<file path="config.mk">
export PLATFORM = sky130hd
export DESIGN_NAME = restoring_divider_seq
export DESIGN_NICKNAME = d
export VERILOG_FILES = /design/src/rtl/restoring_divider_seq.sv
export SDC_FILE = /design/constraint.sdc
export NUM_CORES = 1
export LEC_CHECK = 0
export CORE_AREA = 2 2 80 82
export DETAILED_ROUTE_END_ITERATION = 16
export DIE_AREA = 0 0 82 84
export GPL_TIMING_DRIVEN = 1
export MAX_ROUTING_LAYER = met4
export PLACE_DENSITY = 0.66
export SYNTH_ARGS = -nofsm -noshare
export SYNTH_HDL_FRONTEND = slang
export SYNTH_SLANG_ARGS = --single-unit
</file>
<file path="constraint.sdc">
create_clock -name clk -period 6.2 [get_ports clk]
set_clock_uncertainty 0.2 [all_clocks]
set_input_delay 1.24 -clock clk [delete_from_list [all_inputs] [get_ports clk]]
set_output_delay 1.24 -clock clk [all_outputs]
set_load 0.03 [all_outputs]
</file>
<file path="src/rtl/restoring_divider_seq.sv">
// Sequential restoring divider: one quotient bit per clock, start/busy/done handshake.
// Optional two's-complement mode via RESTORING_DIV_SIGNED_EN (adds the signed_op port).
module restoring_divider_seq #(
    parameter int N = 8
) (
    input  logic         clk,
    input  logic         rst,
    input  logic         start,
    input  logic [N-1:0] dividend,
    input  logic [N-1:0] divisor,
`ifdef RESTORING_DIV_SIGNED_EN
    input  logic         signed_op,
`endif
    output logic [N-1:0] quotient,
    output logic [N-1:0] remainder,
    output logic         busy,
    output logic         done,
    output logic         div_by_zero
);

    localparam int CW = $clog2(N + 1);

    typedef enum logic [1:0] {
        S_IDLE,
        S_RUN,
        S_DONE
    } state_t;

    state_t state, state_n;

    logic          accept;
    logic          last;
    logic [N:0]    a;
    logic [N-1:0]  qr;
    logic [N-1:0]  m;
    logic [CW-1:0] cnt;
    logic          dz_q;
    logic [N-1:0]  dvd_q;
    logic          negq;
    logic          negr;

    logic          dvd_neg;
    logic          dsr_neg;
    logic [N-1:0]  dvd_mag;
    logic [N-1:0]  dsr_mag;

    logic [N:0]    sh;
    logic [N:0]    diff;
    logic [N:0]    a_n;
    logic [N-1:0]  qr_n;

    logic [N-1:0]  q_fix;
    logic [N-1:0]  r_fix;

    // state register
    always_ff @(posedge clk) begin
        if (rst) begin
            state <= S_IDLE;
        end else begin
            state <= state_n;
        end
    end

    // next-state logic
    always_comb begin
        state_n = state;
        unique case (state)
            S_IDLE: begin
                if (accept) begin
                    state_n = (divisor == '0) ? S_DONE : S_RUN;
                end
            end
            S_RUN: begin
                if (last) begin
                    state_n = S_DONE;
                end
            end
            S_DONE: begin
                if (accept) begin
                    state_n = (divisor == '0) ? S_DONE : S_RUN;
                end else begin
                    state_n = S_IDLE;
                end
            end
            default: state_n = S_IDLE;
        endcase
    end

    // state decode
    always_comb begin
        busy   = 1'b0;
        accept = 1'b0;
        last   = 1'b0;
        unique case (state)
            S_IDLE: accept = start;
            S_RUN: begin
                busy = 1'b1;
                last = (cnt == CW'(1));
            end
            S_DONE: accept = start;
            default: ;
        endcase
    end

    // operand magnitudes; plain pass-through in the unsigned build
    always_comb begin
`ifdef RESTORING_DIV_SIGNED_EN
        dvd_neg = signed_op & dividend[N-1];
        dsr_neg = signed_op & divisor[N-1];
`else
        dvd_neg = 1'b0;
        dsr_neg = 1'b0;
`endif
        dvd_mag = dvd_neg ? -dividend : dividend;
        dsr_mag = dsr_neg ? -divisor : divisor;
    end

    // one restoring step on {A,Qr}
    always_comb begin
        sh   = {a[N-1:0], qr[N-1]};
        diff = sh - {1'b0, m};
        if (diff[N]) begin
            a_n  = sh;
            qr_n = {qr[N-2:0], 1'b0};
        end else begin
            a_n  = diff;
            qr_n = {qr[N-2:0], 1'b1};
        end
    end

    always_ff @(posedge clk) begin
        if (rst) begin
            a     <= '0;
            qr    <= '0;
            m     <= '0;
            cnt   <= '0;
            dz_q  <= 1'b0;
            dvd_q <= '0;
            negq  <= 1'b0;
            negr  <= 1'b0;
        end else if (accept) begin
            a     <= '0;
            qr    <= dvd_mag;
            m     <= dsr_mag;
            cnt   <= CW'(N);
            dz_q  <= (divisor == '0);
            dvd_q <= dividend;
            negq  <= dvd_neg ^ dsr_neg;
            negr  <= dvd_neg;
        end else if (state == S_RUN) begin
            a   <= a_n;
            qr  <= qr_n;
            cnt <= cnt - CW'(1);
        end
    end

    // sign fix-up; most-negative / -1 wraps back to most-negative
    always_comb begin
        if (dz_q) begin
            q_fix = '1;
            r_fix = dvd_q;
        end else begin
            q_fix = negq ? -qr : qr;
            r_fix = negr ? -a[N-1:0] : a[N-1:0];
        end
    end

    // result registers are loaded as DONE is left, so they hold until the next one
    always_ff @(posedge clk) begin
        if (rst) begin
            quotient    <= '0;
            remainder   <= '0;
            done        <= 1'b0;
            div_by_zero <= 1'b0;
        end else begin
            done <= (state == S_DONE);
            if (state == S_DONE) begin
                quotient    <= q_fix;
                remainder   <= r_fix;
                div_by_zero <= dz_q;
            end else if (accept) begin
                div_by_zero <= 1'b0;
            end
        end
    end

endmodule

</file>
# Yosys cells after proc, flatten, opt, wreduce, memory -nomap -nowiden
# Cells that the tools add are included.
[totals]
reg_bits = 57
out_inout_bits = 19
inputBits = 19
[classes]
addsub = 2
mux = 18
reduce_logical = 7
n_eq_ne = 5
[op_table]
columns = ["cell", "count"]
rows = [
  ["$mux 8", 5],
  ["$sub 9x8->9", 1],
  ["$logic_not 8->1", 1],
  ["$mux 2", 4],
  ["$mux 4", 2],
  ["$mux 1", 6],
  ["$pmux 2 s3", 1],
  ["$eq 4x1->1 const B", 1],
  ["$ne 2x2->1 const B", 2],
  ["$reduce_bool 2->1", 2],
  ["$reduce_or 2->1", 2],
  ["$sub 4x1->4 const B", 1],
  ["$eq 2x1->1 const B", 1],
  ["$eq 2x2->1 const B", 1],
  ["$logic_not 2->1", 1],
  ["$reduce_and 2->1", 1],
]

# Depth between registers and ports, before layout
[logic_depth]
depth_word = 5
depth_mapped = 10
mapped_depth_nobuf = 10

# Least setup slack after synthesis
# OpenSTA, ideal clock, no wires.
[synth_path]
kind = "flip-flop to output port"
from = "register state[1]"
to = "output port busy"
stages_incl_launch_ff = 5
arrival_ns = 1.206
setup_slack_ns = 3.554
cell_sequence = "dfxtp_1 > nand2b_1 > clkbuf_1 > inv_2 > buf_1"
[synth_between]
elab_chain_len = 2
[synth_lines]
columns = ["element", "line", "rtl"]
rows = [
  ["start: declaration", "29", "state_t state, state_n;"],
  ["start signal: assignment", "60", "state <= state_n;"],
  ["$eq 2x1->1", "94", "unique case (state)"],
  ["$mux 1", "94", ""],
  ["end: declaration", "16", "output logic busy,"],
]
# No other way between the ends.

# Final worst setup path
[layout_path]
from = "register state[0]"
to = "output port busy"
# Same word-level chain as after synthesis.

==> key figures <==
Floorplanning
  – DIE HEIGHT: 84 microns
  – Die X: 82 microns
  – Die area: 6890 sq um
  – Core region area: 6100 sq um
  – Row cnt: 29
  – Ports: 38
  – Effective utilization at floorplan: 42.7%

Final layout
  – Share of cells above drive strength 1: 6.88%
  – Final Core Density: 53.1%
  – Final Net Count: 374
  – Most frequent cells in the layout: dfxtp_1, nand2_1, nor2_1
  – Antenna fix cells: 0
  – Most common cell after layout, fill and taps aside: dfxtp_1
  – Area Growth Syn to Fin: 24.5%

Synthesis
  – Top FF cell, synth: dfxtp_1
  – Yosys reg bits: 57
  – Top cells by area, synth: dfxtp_1, nand2_1, nor2_1
  – Cell area after synthesis: 2600 sq um
  – Async SR Flop Fraction: 0%
  – Netlist cell types: 37
  – Synth top area share: 43.9%
  – Mapped Nets: 342
  – EDFF count, synth: 0
  – Cell count after synthesis: 312
  – Area leader, netlist: dfxtp_1
  – Sequential share of the synthesized area: 43.9%
  – Synth Warn #: 0
  – Syn avg cell area: 8.34 sq um

STA
  – Setup-failing EPs final: 0
  – Fmax: 279 MHz
  – Final period utilization: 57.7%
  – Period minus WS final: 3.58 ns
  – Hold Vio Cnt, Final: 0
  – RSZ-0062 raised after global routing: no
  – Slew margin rel.: 45.7%
  – Max-slew violations: 0
  – Least-Margin Pin Slew: 0.814 ns
  – Setup TNS: 0 ns

Worst setup path
  – Setup CP Type: reg -> out
  – Reg-to-reg slack, setup: 3.45 ns
  – Data required, critical path: 4.76 ns
  – R2r worst-path depth: 10
  – Worst Setup End Kind: output pin
  – Max FO, Critical Path: 28
  – Startpoint Class: flip-flop
  – Arr. time, crit path: 2.14 ns

Detailed routing
  – Wirelength per Cell: 13.2 microns
  – Post-Route WL: 5.61 mm
  – DR iter-0 viols: 176
  – Routed Antenna Nets: 0
  – DRC Markers: 0
  – Initial DRT Pass Iterations: 5
  – Drt via density: 5.11
  – Vias: 2177

Run
  – # Max-Cap Violations: 0

Global route
  – GR Layer Usage met1: 23.0%
  – Antenna violations before repair: 0
  – Gr busiest metal: met2
  – Vias in the first global route: 2007
  – Total GRT Usage: 18.0%
  – GRT overflow: 0
  – Largest net degree at the start of global routing: 49
  – GRT met2 Usage: 26.3%
  – First-pass GRT wire length: 9.14 mm
  – Met3 Usage GRT: 5.19%

CTS
  – Clock latency on the worst-skew pair: 0.34 ns
  – Clk pin slew, worst setup/hold paths: 0.07 ns
  – Root Driver: clkbuf_8
  – Post-CTS Setup Inserts: 0
  – Max H-tree Level: 3
  – CTS Buf Count: 9
  – Hold_buf cts: 0
  – Clock Sinks: 57
  – CTS tree: yes
  – Post_cts resized: 0
  – Bufs on Longest Clock Path: 2

Hold path
  – Hold depth: 2
  – Class of the worst hold path: reg -> reg

Placement
  – RD Place Congestion: 0.773
  – Port Buffers: 37
  – DP HPWL: 3.96 mm

Power
  – Maximum vdd ir drop: 0.156 mV
  – LEAKAGE: 0.00113 uW
  – Pwr dens: 293 nW/um^2

Status
  – Status: finished, final reports clean
==> sequential cells by signal, summed over array words and instances (netlist names) <==
register     flops
cnt              4
done             1
quotient         8
state            2
dvd_q            8
div_by_zero      1
dz_q             1
m                8
remainder        8
qr               8
a                8
==> routing by layer <==
layer | up-vias | wire length (microns)
met2 | 41 | 2610
li1 | 1141 | -
met1 | 993 | 2770
met3 | 2 | 206
met5 | - | 0
met4 | 0 | 23
==> logic make-up after synthesis <==
| kind of cell | share of synthesized area (%) |
|---|---|
| buffers and inverters | 4.62 |
| XOR/XNOR | 3.75 |
| flip-flops | 43.9 |
| AND/OR/NAND/NOR | 19.3 |
| AO/OA/AOI/OAI | 17.8 |
| adder cells (fa/ha/maj) | 5.58 |
| multiplexers | 5.00 |
==> critical path: stages (launching register included) <==
cell and delay (ns):
dfxtp_1 0.39, nand2b_1 0.23, inv_2 0.42, clkdlybuf4s50_1 0.76
==> cell usage after synthesis (2+ instances only) <==
| cell type | number |
|---|---|
| nand2b_1 | 3 |
| a21oi_1 | 28 |
| xnor2_1 | 5 |
| buf_1 | 2 |
| nand3_1 | 9 |
| a21o_1 | 2 |
| nand2_1 | 53 |
| ha_1 | 10 |
| o21ai_0 | 7 |
| clkbuf_1 | 17 |
| dfxtp_1 | 57 |
| o21a_1 | 2 |
| nor2_1 | 38 |
| nand4_1 | 2 |
| o211ai_1 | 2 |
| a31oi_1 | 8 |
| xor2_1 | 3 |
| mux2i_1 | 13 |
| nor2b_1 | 4 |
| inv_1 | 12 |
| a211oi_1 | 17 |
| nor4_1 | 3 |
==> final timing paths <==
check,start,endpoint
worst max register to register,qr[7]$_SDFFE_PP0P_,a[1]$_SDFFE_PP0P_
worst min register to register,m[6]$_SDFFE_PP0N_,m[6]$_SDFFE_PP0N_
worst min-delay path,m[6]$_SDFFE_PP0N_,m[6]$_SDFFE_PP0N_
worst max-delay path,state[0]$_SDFFE_PP0P_,busy
==> through the flow <==
step           instances  worst slack (ns)  hold WS (ns)  cell area, sq um  total power [uW]
2_1_floorplan        312              3.55         0.236              2600               532
3_3_place_gp         410              2.68         0.241              3020               574
3_5_place_dp         410              2.63         0.247              3020               576
4_1_cts              426              2.61         0.256              3240               961
5_1_grt              426              2.46         0.270              3240              1000
6_report             426              2.62         0.255              3240               949
==> power by group <==
| group | internal [uW] | switching, uW |
|---|---|---|
| Combinational | 72.4 | 93.7 |
| Sequential | 385 | 16.2 |
| Clock | 226 | 156 |
==> area by class of cell <==
type,instances,area [sq um]
fillers,578,2860
multi-input cells,223,1340
flip-flops and latches,57,1140
repair buffers,40,393
clock buffers,9,124
well taps,77,96.3
clock inverters,7,93.8
inverters,13,48.8
(Power assumes the default switching activity.)
